<file path="src/rtl/nibble_serial_add_sub_pkg.sv">
// nibble_serial_add_sub_pkg
// Shared definitions for the nibble-serial adder/subtractor:
//   state_t   - FSM state encoding (IDLE / CALC / DONE)
//   NIBBLE_W  - width of one slice of the serial datapath
package nibble_serial_add_sub_pkg;

    localparam int NIBBLE_W = 4;

    typedef enum logic [1:0] {
        IDLE = 2'd0,
        CALC = 2'd1,
        DONE = 2'd2
    } state_t;

endpackage

</file>
<file path="src/rtl/nibble_add_sub_slice.sv">
// nibble_add_sub_slice
// Purely combinational 4-bit add/sub slice. B is inverted inside the slice
// when sub=1, so the caller only has to supply cin=1 for the first nibble of
// a subtraction.
// Ports:
//   a, b  in   nibble operands
//   sub   in   0 = add, 1 = subtract (inverts b)
//   cin   in   carry in
//   s     out  nibble sum
//   cout  out  carry out of bit 3
//   c3    out  carry into bit 3 (used for signed overflow on the top nibble)
module nibble_add_sub_slice
    import nibble_serial_add_sub_pkg::*;
(
    input  logic [NIBBLE_W-1:0] a,
    input  logic [NIBBLE_W-1:0] b,
    input  logic                sub,
    input  logic                cin,
    output logic [NIBBLE_W-1:0] s,
    output logic                cout,
    output logic                c3
);

    logic [NIBBLE_W-1:0] b_x;

    // The add is split at bit 3 so the carry into the MSB is visible for
    // the overflow calculation.
    always_comb begin
        b_x           = b ^ {NIBBLE_W{sub}};
        {c3, s[2:0]}  = {1'b0, a[2:0]} + {1'b0, b_x[2:0]} + {3'b000, cin};
        {cout, s[3]}  = {1'b0, a[3]} + {1'b0, b_x[3]} + {1'b0, c3};
    end

endmodule

</file>
<file path="src/rtl/nibble_serial_add_sub.sv">
// nibble_serial_add_sub
// Multi-cycle WIDTH-bit adder/subtractor built from one 4-bit slice that is
// reused once per clock, least-significant nibble first. A start/busy/done
// handshake lets a controller issue wide operations without a wide carry chain.
// Ports:
//   clk      in   system clock, rising edge
//   reset_p  in   synchronous active-high reset
//   start    in   request, accepted in IDLE or DONE
//   sub      in   0 = a+b, 1 = a-b (captured with start)
//   a, b     in   WIDTH-bit operands (captured with start)
//   busy     out  high while calculating
//   done     out  one-cycle pulse when result/flags update
//   result   out  sum or difference modulo 2^WIDTH
//   c_flag   out  add: carry out, sub: borrow (a < b unsigned)
//   v_flag   out  signed overflow
//   z_flag   out  result == 0
module nibble_serial_add_sub
    import nibble_serial_add_sub_pkg::*;
#(
    parameter int WIDTH = 16
) (
    input  logic             clk,
    input  logic             reset_p,
    input  logic             start,
    input  logic             sub,
    input  logic [WIDTH-1:0] a,
    input  logic [WIDTH-1:0] b,
    output logic             busy,
    output logic             done,
    output logic [WIDTH-1:0] result,
    output logic             c_flag,
    output logic             v_flag,
    output logic             z_flag
);

    localparam int NUM_NIBBLES = WIDTH / NIBBLE_W;
    localparam int IDX_W       = (NUM_NIBBLES > 1) ? $clog2(NUM_NIBBLES) : 1;
    localparam logic [IDX_W-1:0] LAST_IDX = IDX_W'(NUM_NIBBLES - 1);

    state_t                      state;
    state_t                      state_next;
    logic [IDX_W-1:0]            idx;
    logic [WIDTH-1:0]            a_sh;
    logic [WIDTH-1:0]            b_sh;
    logic                        sub_r;
    logic                        carry_r;
    logic [WIDTH-NIBBLE_W-1:0]   shadow;
    logic [WIDTH-1:0]            shadow_next;
    logic [NIBBLE_W-1:0]         slice_s;
    logic                        slice_cout;
    logic                        slice_c3;
    logic                        accept;
    logic                        last_nibble;

    nibble_add_sub_slice u_slice (
        .a    (a_sh[NIBBLE_W-1:0]),
        .b    (b_sh[NIBBLE_W-1:0]),
        .sub  (sub_r),
        .cin  (carry_r),
        .s    (slice_s),
        .cout (slice_cout),
        .c3   (slice_c3)
    );

    // A start is only honoured when no calculation is in flight; DONE counts
    // as free so back-to-back operations lose no cycle.
    assign accept      = start && ((state == IDLE) || (state == DONE));
    assign last_nibble = (idx == LAST_IDX);

    // The shadow holds only the nibbles already finished; the new nibble
    // enters at the top, so after the last nibble the concatenation is the
    // complete result in the right bit positions.
    assign shadow_next = {slice_s, shadow};

    // State register.
    always_ff @(posedge clk) begin
        if (reset_p) begin
            state <= IDLE;
        end else begin
            state <= state_next;
        end
    end

    // Next-state logic.
    always_comb begin
        state_next = state;
        case (state)
            IDLE:    state_next = accept ? CALC : IDLE;
            CALC:    state_next = last_nibble ? DONE : CALC;
            DONE:    state_next = accept ? CALC : IDLE;
            default: state_next = IDLE;
        endcase
    end

    // Handshake outputs decode directly from the state register.
    always_comb begin
        busy = (state == CALC);
        done = (state == DONE);
    end

    // Serial datapath: capture on accept, then one nibble per CALC cycle.
    // Result and flags only change on the last nibble so they hold across a
    // new start until that operation completes.
    always_ff @(posedge clk) begin
        if (reset_p) begin
            idx     <= '0;
            a_sh    <= '0;
            b_sh    <= '0;
            sub_r   <= 1'b0;
            carry_r <= 1'b0;
            shadow  <= '0;
            result  <= '0;
            c_flag  <= 1'b0;
            v_flag  <= 1'b0;
            z_flag  <= 1'b0;
        end else if (accept) begin
            idx     <= '0;
            a_sh    <= a;
            b_sh    <= b;
            sub_r   <= sub;
            carry_r <= sub;
            shadow  <= '0;
        end else if (state == CALC) begin
            idx     <= idx + 1'b1;
            a_sh    <= a_sh >> NIBBLE_W;
            b_sh    <= b_sh >> NIBBLE_W;
            carry_r <= slice_cout;
            shadow  <= shadow_next[WIDTH-1:NIBBLE_W];
            if (last_nibble) begin
                result <= shadow_next;
                c_flag <= slice_cout ^ sub_r;
                v_flag <= slice_c3 ^ slice_cout;
                z_flag <= (shadow_next == '0);
            end
        end
    end

endmodule
</file>
<file path="config.mk">
export PLATFORM = sky130hd
export DESIGN_NAME = nibble_serial_add_sub
export DESIGN_NICKNAME = d
export VERILOG_FILES = /design/src/rtl/nibble_serial_add_sub_pkg.sv /design/src/rtl/nibble_add_sub_slice.sv /design/src/rtl/nibble_serial_add_sub.sv
export SDC_FILE = /design/constraint.sdc
export NUM_CORES = 1
export LEC_CHECK = 0
export ABC_CLOCK_PERIOD_IN_PS = 2600
export CORE_ASPECT_RATIO = 0.9
export CORE_UTILIZATION = 52
export CTS_CLUSTER_SIZE = 12
export DETAILED_ROUTE_END_ITERATION = 8
export DONT_BUFFER_PORTS = 1
export PLACE_DENSITY = 0.7
export SLEW_MARGIN = 20
export SYNTH_ARGS = -nofsm -noshare
export SYNTH_HDL_FRONTEND = slang
export SYNTH_SLANG_ARGS = --single-unit
</file>
<file path="constraint.sdc">
create_clock -name clk -period 2.6 [get_ports clk]
set_input_delay 0.39 -clock clk [delete_from_list [all_inputs] [get_ports clk]]
set_output_delay 0.39 -clock clk [all_outputs]
set_load 0.1 [all_outputs]
</file>
==> results of run 1 <==
## worst max-delay path: cells and delay by family (launching register included)
family | cells | cell delay (ns)
AO/OA/AOI/OAI | 1 | 0.28
XOR/XNOR | 1 | 0.14
adder cells (fa/ha/maj) | 2 | 0.86
AND/OR/NAND/NOR | 4 | 0.70
flip-flops | 1 | 0.38
## cell usage after synthesis
library cell and instances:
nand3_1 14, ha_1 3, buf_6 4, and3b_1 1, a211oi_1 5, a311oi_1 6
o22ai_1 6, o41ai_1 1, nand4_1 1, a2111o_1 1, nand2_2 1, fa_1 3
nand2b_1 3, nand3b_1 4, nor2b_1 2, nor3_1 14, o21a_1 1, clkbuf_1 5
nor4_1 3, buf_8 1, dfxtp_1 69, xnor2_1 4, inv_8 1, nor2_1 18
buf_4 6, buf_2 12, nand2_1 75, xor2_1 3, inv_1 3, a21oi_1 41
o211ai_1 1, a22oi_1 10, nand3b_2 1, mux2i_1 4, a311oi_2 4
## registers in the layout, indices dropped and copies added (netlist names)
register  flops
c_flag        1
carry_r       1
state         2
v_flag        1
shadow       12
idx           2
z_flag        1
a_sh         16
b_sh         16
sub_r         1
result       16
## through the flow
step                hold slack (ns)  cells
floorplan                     0.440    331
global placement              0.439    379
detailed placement            0.441    379
CTS                           0.100    394
global route                 0.0774    394
finish                        0.116    394
## power breakdown
group	switching [mW]	leakage [nW]	total, mW	internal [mW]
clock network	0.361	0.0833	0.725	0.365
logic	0.159	0.415	0.257	0.0976
registers	0.0377	0.564	1.14	1.11
## layout by cell type, fill, tap and decap left out, types with 5 or more instances in the layout
cell type  netlist  layout
nor2_1          18      18
a211oi_1         5       5
nand3_1         14      14
a21oi_1         41      40
nand2_1         75      74
o22ai_1          6       6
nor3_1          14      14
dfxtp_1         69      68
clkbuf_8         0      10
a22oi_1         10      10
a311oi_1         6       6
buf_4            6       9
## per-layer routing
metal  part of all wire  up-vias  wire, um  GRT usage
li1                   -     1131         -          -
met1               0.47     1050      2920      0.335
met2               0.43       71      2680      0.299
met3              0.091        9       572      0.115
met4              0.015        0        91     0.0734
met5                  0        -         0          0
## worst max path at each step
stage	startpoint	endpoint	slack [ns]	depth (start not counted)
after floorplan	sub_r	z_flag	0.24	9
after global placement	sub_r	z_flag	0.16	8
after detailed placement	sub_r	z_flag	0.02	8
after CTS	sub_r	z_flag	0.005	8
after global routing	sub_r	z_flag	0.02	8
final	sub_r	z_flag	0.15	8
## area by class of cell
| type | count | area [um2] | share of cell area |
|---|---|---|---|
| Multi-Input combinational cell | 230 | 1320 | 0.435 |
| Clock inverter | 2 | 10.0 | 0.00329 |
| Sequential cell | 69 | 1390 | 0.455 |
| Inverter | 4 | 22.5 | 0.00740 |
| Clock buffer | 13 | 149 | 0.0490 |
| Timing Repair Buffer | 9 | 67.6 | 0.0222 |
| Tap cell | 67 | 83.8 | 0.0276 |
## cell families (layout without fill, tap and decap cells)
family | Yosys count | after routing | share of synthesized area
muxes | 4 | 4 | 0.0138
buffers and inverters | 32 | 28 | 0.0714
AOI/OAI and AO/OA | 76 | 76 | 0.174
DFF | 69 | 69 | 0.478
xor gates and xnor gates | 7 | 7 | 0.0212
adders and majority gates | 6 | 6 | 0.0338
and+or+nand+nor | 137 | 137 | 0.208
==> results by group, run 1 <==
Status
  – Status: completed

Timing
  – F_max: ~410 MHz
  – Sum Neg Setup Slack: 0 ns
  – Max-slew headroom: 0.346
  – Min cycle time layout: 2.45 ns
  – Final critical-path share of the clock period: 0.942
  – Clock skew: slightly above 0.006 ns
  – Hold Vio Cnt, Final: 0
  – Worst Tran Pin Value: around 0.98 ns
  – RSZ-0062 raised after global routing: false
  – PnR worst setup slack: 0.151 ns
  – Final setup viols: 0
  – Fin. max-slew vios: 0

GRT
  – First-pass GRT wire length: 10200 um
  – GRT Resource Usage Total: 0.233
  – Vias in the first global route: a little over 2000
  – Total congestion overflow: 0
  – Largest net degree at the start of global routing: 60
  – Number of antenna violations at the first check in global routing: 0

Pwr
  – Tot Pwr: 2.13 mW
  – P per Cell Area: approximately 700 nW/um2
  – Leakage: between 1 and 1.5 nW
  – VDD IR max: 0.472 mV

Logic synthesis
  – Largest area contributor in the netlist: dfxtp_1
  – Unique masters post-synth: 35
  – #FFs+latches synth: 69
  – Syn_nets: approximately 370
  – Post-synthesis sequential area ratio: 0.478
  – Mapped Cells: 331
  – Synthesized area per cell: 8.74 um2
  – Post-synthesis cell area: 2890 um2
  – Synth top area share: 0.478
  – Synth Warn #: 0
  – Synth area leaders: dfxtp_1, nand2_1, a21oi_1, a22oi_1, nand3_1

Detailed routing
  – DRT iter0 DRCs: 197
  – Wire per inst: between 15 and 20 um
  – Vias/cell: between 5 and 6
  – Vias: 2261
  – Drt pass-1 iters: 4
  – Routed wire length: 6270 um
  – Antenna Nets Post-Route: 0
  – Residual DRC: 0

CTS
  – Cts bufs inserted: 9
  – Worst-path clk slew: 0.07 ns
  – Clock tree sinks: between 60 and 70
  – Clock tree from TritonCTS: done
  – Root buf cell: clkbuf_8
  – Post-CTS Setup Repair Bufs: 0
  – CTS Buffer Depth: 2
  – Htree depth: 3
  – Worst-Skew Late Latency: ~0.34 ns
  – Post-cts sizing count: 0
  – Post-CTS Hold Buffers: 0

Worst setup path
  – Peak fanout along the critical path: 6
  – R2R cell count: 8
  – R2R Path End: z_flag
  – CP Cell Sequence: xnor2_1 -> fa_1 -> nand3b_1 -> nand2_2 -> fa_2 -> nor4_2 -> nand2_1 -> o41ai_1
  – Startpoint Class: flip-flop
  – Internal reg-to-reg setup slack: ~0.15 ns
  – Worst EP arrival: between 2 and 3 ns
  – Req. time, crit path: about 2.8 ns
  – Worst flop-to-flop path startpoint: sub_r
  – Max stage delay cell, worst path: fa_2
  – Crit path kind: flip-flop to flip-flop
  – Kind of end point of the critical path: flip-flop
  – Crit-path max cell delay: 0.48 ns

Floorplanning
  – Top Ports: 57
  – Die Width: between 80 and 90 um
  – Num rows: 25
  – Core box area: 5320 um2
  – Die H: between 70 and 80 um
  – Die area: 5860 um2
  – Initial Util: 0.544

Final layout
  – Antenna diodes: 0
  – Layout cells sized above 1: 0.107
  – Fin util: 0.572
  – Final nets: approximately 370
  – Layout area overhead: 5.19%
  – Fill count: 485
  – Final Instance Area: 3040 um2

Hold path
  – Hold Path Stages: 1
  – HP Start: reset_p
  – Hold endpoint: b_sh[5]
  – Hold Path Class: input pin to flip-flop

Placement
  – Port bufs: 0
  – DP Worst Slack: 0.0192 ns
  – DP Area: approximately 2900 um2
  – Hpwl dp: ~4000 um
  – GPL Wtd Cong: between 0.8 and 0.9

Run
  – Max capacitance violation total: 0
No activity file was read; power rests on OpenSTA's default activity.
==> run 2, diff against run 1 <==
- MAX_ROUTING_LAYER: unset -> met4
- SYNTH_HIERARCHICAL: unset -> 1
==> run 2 against run 1 <==
Net effect: hold slack got worse by 0.018 ns; register-to-register slack barely moved; cell area fell by 1.3%; area after synthesis fell by 1.6%; final cell count fell by 1.0%; via count fell by 2.0%; non-clock buffer count fell by 4; utilization fell by 0.057 points; clock power rose by 17%.
==> results by group, run 2 <==
GRT
  – Met3 Resource Use GR: 0.0918
  – Vias in the first global route: 2055
  – Largest net degree at the start of global routing: 58
  – Total congestion overflow: 0
  – GR peak layer: met2
  – GRT Resource Usage Total: 0.231
  – M1 GR Usage: 0.297
  – First-pass GRT wire length: 9750 um
  – Grt met2 use: 0.319
  – Number of antenna violations at the first check in global routing: 0

Floorplanning
  – Die area: a little under 6000 um2
  – Core box area: 5260 um2
  – Top Ports: 57
  – Initial Util: 0.541
  – Die H: slightly above 70 um
  – Die Width: 80.0 um
  – Num rows: 25

Pwr
  – P per Cell Area: 741 nW/um2
  – VDD IR max: 0.404 mV
  – Tot Pwr: 2.22 mW
  – Leakage: around 1.1 nW

Final layout
  – Footprint of the multi-input gates: 1300 um2
  – Commonest non-fill, non-tap cell in the layout: nand2_1
  – Antenna diodes: 0
  – Layout cells sized above 1: 0.0960
  – Fill count: 506
  – Regs by FF count: a_sh x16, b_sh x16, result x16
  – Layout area overhead: 5.54%
  – Most frequent cells in the layout: nand2_1, dfxtp_1, a21oi_1, nand3_1, nor3_1
  – Final Instance Area: 3000 um2
  – FF+latch area: ~1400 um2
  – Final nets: 360
  – Fin util: 0.571
  – Non-filler cells, final: between 300 and 400

Detailed routing
  – Residual DRC: 0
  – Vias/cell: 5.68
  – Vias: about 2200
  – Wire per inst: 15.0 um
  – DRT iter0 DRCs: 129
  – Drt pass-1 iters: 4
  – Routed wire length: between 5000 and 6000 um
  – Antenna Nets Post-Route: 0

Logic synthesis
  – Unique masters post-synth: 34
  – #FFs+latches synth: 69
  – Post-synthesis sequential area ratio: 0.485
  – FFs w/ async S/R, synth: 0
  – Synth Warn #: 6
  – Syn_nets: 370
  – Most common cell in the synthesized netlist: nand2_1
  – Synth top area share: 0.485
  – Top_reg_cell synth: dfxtp_1
  – Number of synthesized flops with an enable pin: 0
  – Most instantiated cells after synthesis: nand2_1, dfxtp_1, a21oi_1
  – Mapped Cells: 328
  – Synthesized area per cell: 8.67 um2
  – Synth area leaders: dfxtp_1, nand2_1, a21oi_1, a22oi_1, nand3_1
  – Largest area contributor in the netlist: dfxtp_1
  – Post-synthesis cell area: 2850 um2

Worst setup path
  – Internal reg-to-reg setup slack: 0.15 ns
  – Worst flop-to-flop path startpoint: sub_r
  – R2R cell count: 8
  – Startpoint Class: flip-flop
  – Crit-path most repeated cell: fa_1
  – Crit path max-delay family: adder cells
  – Peak fanout along the critical path: 6
  – Req. time, crit path: 2.86 ns
  – Kind of end point of the critical path: flip-flop
  – Critical path buffer and inverter count: 0
  – Crit path kind: flip-flop to flip-flop
  – Max stage delay cell, worst path: fa_1
  – R2R Path End: z_flag
  – Worst EP arrival: 2.71 ns
  – CP Cell Sequence: xor2_1 -> fa_1 -> nand3_1 -> nand2_1 -> fa_1 -> nor4_1 -> nand4_1 -> o31ai_1
  – Crit-path max cell delay: roughly 0.51 ns

Timing
  – PnR worst setup slack: 0.146 ns
  – Clock skew: 0.0125 ns
  – Max-slew headroom: 0.343
  – Final setup viols: 0
  – Final critical-path share of the clock period: 0.944
  – Fin. max-slew vios: 0
  – Sum Neg Setup Slack: 0 ns
  – Min cycle time layout: 2.45 ns
  – Worst Tran Pin Value: 0.985 ns
  – RSZ-0062 raised after global routing: false
  – F_max: roughly 410 MHz
  – Hold Vio Cnt, Final: 0
  – Worst hold slack: 0.0986 ns

CTS
  – Worst-path clk slew: 0.08 ns
  – Post-CTS Setup Repair Bufs: 0
  – Cts bufs inserted: 9
  – Clock tree from TritonCTS: done
  – Root buf cell: clkbuf_8
  – Worst-Skew Late Latency: 0.35 ns
  – Post-CTS Hold Buffers: 0
  – Htree depth: 3
  – CTS Buffer Depth: 2
  – Post-cts sizing count: 0
  – Clock tree sinks: 69

Placement
  – DP Area: 2810 um2
  – DP Worst Slack: about 0.17 ns
  – Port bufs: 0
  – GPL Wtd Cong: 0.859
  – Hpwl dp: 3600 um
  – Cells after DPL: 374

Run
  – Max capacitance violation total: 0

Hold path
  – Hold Path Class: input pin to flip-flop
  – HP Start: reset_p
  – Hold endpoint: result[0]
  – Hold Path Stages: 1

Status
  – Status: completed
-- run 2: changes by cell type after synthesis, sizes merged, moves of 4 or more --
cell / change
a21oi: +5
inv: -4
nand2: +5
nor2: -5
-- run 2: final cells by class --
class                   count  share of cell area
flip-flops and latches     69               0.460
multi-input cells         232               0.433
clock buffers               9              0.0413
well taps                  67              0.0279
clock inverters             7              0.0221
repair buffers              5              0.0125
inverters                   1             0.00292
-- run 2: worst max path at each step --
stage | startpoint | slack [ns] | cells after the start | to
after global placement | sub_r | 0.26 | 8 | z_flag
final | sub_r | 0.15 | 8 | z_flag
after floorplan | sub_r | 0.34 | 8 | z_flag
after CTS | sub_r | 0.15 | 8 | z_flag
after global routing | sub_r | 0.009 | 8 | z_flag
after detailed placement | sub_r | 0.17 | 8 | z_flag
-- run 2: where the power goes --
| part | switching, mW | internal, mW |
|---|---|---|
| logic | 0.150 | 0.0899 |
| registers | 0.0346 | 1.10 |
| clock network | 0.408 | 0.437 |
| total | 0.592 | 1.63 |
-- run 2: cells by family (layout without fill, tap and decap cells) --
kind of cell	after synthesis	count (layout)	synth area share
simple gates	139	139	0.215
mux	4	4	0.0141
fa+ha+maj	6	6	0.0343
buf+inv	27	22	0.0589
compound gates	75	75	0.167
flops	69	69	0.485
xor+xnor	8	8	0.0246
-- run 2: routing by layer --
metal	routed length [um]	share of wire
met1	2800	0.48
met2	2620	0.45
met3	312	0.053
met4	111	0.019
met5	0	0
==> run 3, diff against run 2 <==
- ABC_AREA: unset -> 1
==> run 3 against run 2 <==
Net effect: first-iteration DRC count decreased by 11%; register-to-register slack improved by 0.09 ns; die area increased by 2.1%; sequential power about the same; synthesized cell count increased by 7.9%; clock skew decreased by 0.0013 ns; sequential cell count unchanged; largest power group unchanged; fmax increased by 3.7%; via count increased by 3.1%; global-route usage increased by 0.32 points; clock power decreased by 7.9%; critical path type unchanged; critical path depth increased by 2.
==> results by group, run 3 <==
Status
  – Status: completed

Placement
  – Port bufs: 0
  – GPL Wtd Cong: 0.823
  – Hpwl dp: slightly above 4000 um

Timing
  – Hold Vio Cnt, Final: 0
  – Clock skew: 0.0111 ns
  – Final critical-path share of the clock period: 0.910
  – Worst hold slack: between 0.09 and 0.1 ns
  – Max-slew headroom: 0.350
  – Fin. max-slew vios: 0
  – Min cycle time layout: 2.37 ns
  – Sum Neg Setup Slack: 0 ns
  – RSZ-0062 raised after global routing: false
  – Final setup viols: 0
  – Worst Tran Pin Value: 0.974 ns
  – F_max: 423 MHz

Detailed routing
  – Routed wire length: 5950 um
  – DRT iter0 DRCs: 115
  – Wire per inst: 13.8 um
  – Antenna Nets Post-Route: 0
  – Vias/cell: 5.30
  – Drt pass-1 iters: 4
  – Vias: 2283
  – Residual DRC: 0

CTS
  – Post-CTS Setup Repair Bufs: 0
  – Root buf cell: clkbuf_8
  – Htree depth: 3
  – Cts bufs inserted: 9
  – Post-cts sizing count: 0
  – Clock tree sinks: 69
  – CTS Buffer Depth: 2
  – Worst-Skew Late Latency: 0.35 ns
  – Worst-path clk slew: 0.07 ns
  – Post-CTS Hold Buffers: 0
  – Clock tree from TritonCTS: done

Logic synthesis
  – Number of synthesized flops with an enable pin: 0
  – Unique masters post-synth: 30
  – Most instantiated cells after synthesis: nand2_1, dfxtp_1, a21oi_1
  – Syn_nets: 396
  – FFs w/ async S/R, synth: 0
  – Synth top area share: 0.475
  – Most common cell in the synthesized netlist: nand2_1
  – Post-synthesis sequential area ratio: 0.475
  – Top_reg_cell synth: dfxtp_1
  – Synth area leaders: dfxtp_1, nand2_1, a21oi_1, o21ai_0, nor2_1
  – Largest area contributor in the netlist: dfxtp_1
  – Synthesized area per cell: 8.21 um2
  – #FFs+latches synth: 69
  – Synth Warn #: 6
  – Mapped Cells: approximately 350
  – Post-synthesis cell area: 2910 um2

Worst setup path
  – Critical path buffer and inverter count: 0
  – Stages on worst setup path: 10
  – CP startpoint: sub_r
  – Internal reg-to-reg setup slack: 0.23 ns
  – R2R cell count: 10
  – Crit-path most repeated cell: nand3_1
  – Worst EP arrival: 2.64 ns
  – Req. time, crit path: 2.88 ns
  – R2R Path End: z_flag
  – Crit path kind: flip-flop to flip-flop
  – Peak fanout along the critical path: 6
  – Worst flop-to-flop path startpoint: sub_r
  – Crit path max-delay family: adder cells
  – Worst Setup EP: z_flag
  – Crit-path max cell delay: roughly 0.54 ns
  – CP Cell Sequence: xor2_1 -> ha_1 -> nand3_1 -> nand3_1 -> fa_1 -> nor2_1 -> nand2_1 -> nor2_1 -> nand3_1 -> a21oi_1
  – Startpoint Class: flip-flop
  – Max stage delay cell, worst path: fa_1
  – Kind of end point of the critical path: flip-flop

GRT
  – Total congestion overflow: 0
  – Largest net degree at the start of global routing: 37
  – GRT Resource Usage Total: 0.235
  – Vias in the first global route: 2121
  – First-pass GRT wire length: 9940 um
  – Number of antenna violations at the first check in global routing: 0

Floorplanning
  – Die area: 5890 um2
  – Initial Util: 0.547
  – Die Width: a little over 80 um
  – Num rows: 25
  – Die H: around 73 um
  – Top Ports: 57
  – Core box area: 5320 um2

Final layout
  – Most frequent cells in the layout: nand2_1, dfxtp_1, a21oi_1, nor2_1, o21ai_0
  – Final nets: 401
  – Antenna diodes: 0
  – Commonest non-fill, non-tap cell in the layout: nand2_1
  – Layout cells sized above 1: 0.148
  – Layout area overhead: 8.01%
  – Regs by FF count: a_sh x16, b_sh x16, result x16
  – Fill count: 517

Hold path
  – Hold Path Class: input pin to flip-flop
  – Hold Path Stages: 1

Pwr
  – Leakage: between 1 and 1.5 nW
  – VDD IR max: 0.483 mV
  – Tot Pwr: roughly 2.2 mW
  – P per Cell Area: 698 nW/um2

Run
  – Max capacitance violation total: 0
[run 3: cell types whose count changed after synthesis, sizes merged, moves of 6 or more]
cell    before  now
a311oi       8    0
nand2       81  104
o22ai        6    0
nor2        13   29
a21oi       46   39
o21ai        0   24
a22oi       11    0
buf         20   14
nor3        16    4
inv          0   20
a31oi        0    9
[run 3: per-stage QoR]
step | util | instances | cell area, um2 | setup slack, ns
floorplan | - | 354 | 2910 | 0.473
global placement | 0.557 | 415 | 2960 | 0.386
detailed placement | 0.557 | 415 | 2960 | 0.240
CTS | 0.590 | 431 | 3140 | 0.218
global route | 0.590 | 431 | 3140 | 0.0392
finish | 0.590 | 431 | 3140 | 0.235
[run 3: worst min path at each step]
| stage | startpoint | to | slack [ns] |
|---|---|---|---|
| 3_3_place_gp | b_sh[14] | b_sh[14] | 0.44 |
| 2_1_floorplan | a_sh[6] | a_sh[6] | 0.43 |
| 6_report | reset_p | result[14] | 0.1 |
| 4_1_cts | reset_p | result[14] | 0.09 |
| 3_5_place_dp | b_sh[12] | b_sh[12] | 0.45 |
| 5_1_grt | reset_p | result[3] | 0.08 |
[run 3: area by class of cell]
cell class / instances / area [um2] / share of cell area
Sequential cell: 69 / 1380 / 0.440
Multi-Input combinational cell: 247 / 1320 / 0.419
Clock buffer: 13 / 159 / 0.0506
Inverter: 21 / 96.3 / 0.0307
Tap cell: 67 / 83.8 / 0.0267
Timing Repair Buffer: 11 / 82.6 / 0.0263
Clock inverter: 3 / 20.0 / 0.00638
[run 3: logic make-up (layout without fill, tap and decap cells)]
group / Yosys count / count (layout) / synth area share
AO/OA/AOI/OAI: 79 / 79 / 0.156
flip-flops: 69 / 69 / 0.475
buffers and inverters: 38 / 48 / 0.0727
AND/OR/NAND/NOR: 154 / 154 / 0.238
adder cells (fa/ha/maj): 6 / 6 / 0.0336
XOR/XNOR: 8 / 8 / 0.0241
[run 3: routing by layer]
| metal | wire (um) | track usage |
|---|---|---|
| met1 | 2920 | 0.303 |
| met5 | 0 | - |
| met4 | 42 | 0.0734 |
| met3 | 366 | 0.0913 |
| met2 | 2620 | 0.336 |
[run 3: worst register-to-register path: stages, from the launching register on]
cell	delay, ns
dfxtp_1	0.49
xor2_1	0.29
ha_1	0.29
nand3_1	0.09
nand3_1	0.13
fa_1	0.54
nor2_1	0.12
nand2_1	0.06
nor2_1	0.10
nand3_1	0.08
a21oi_1	0.12
[run 3: power breakdown]
group | switching, mW | internal [mW]
clock network | 0.381 | 0.397
logic | 0.177 | 0.0921
registers | 0.0342 | 1.11
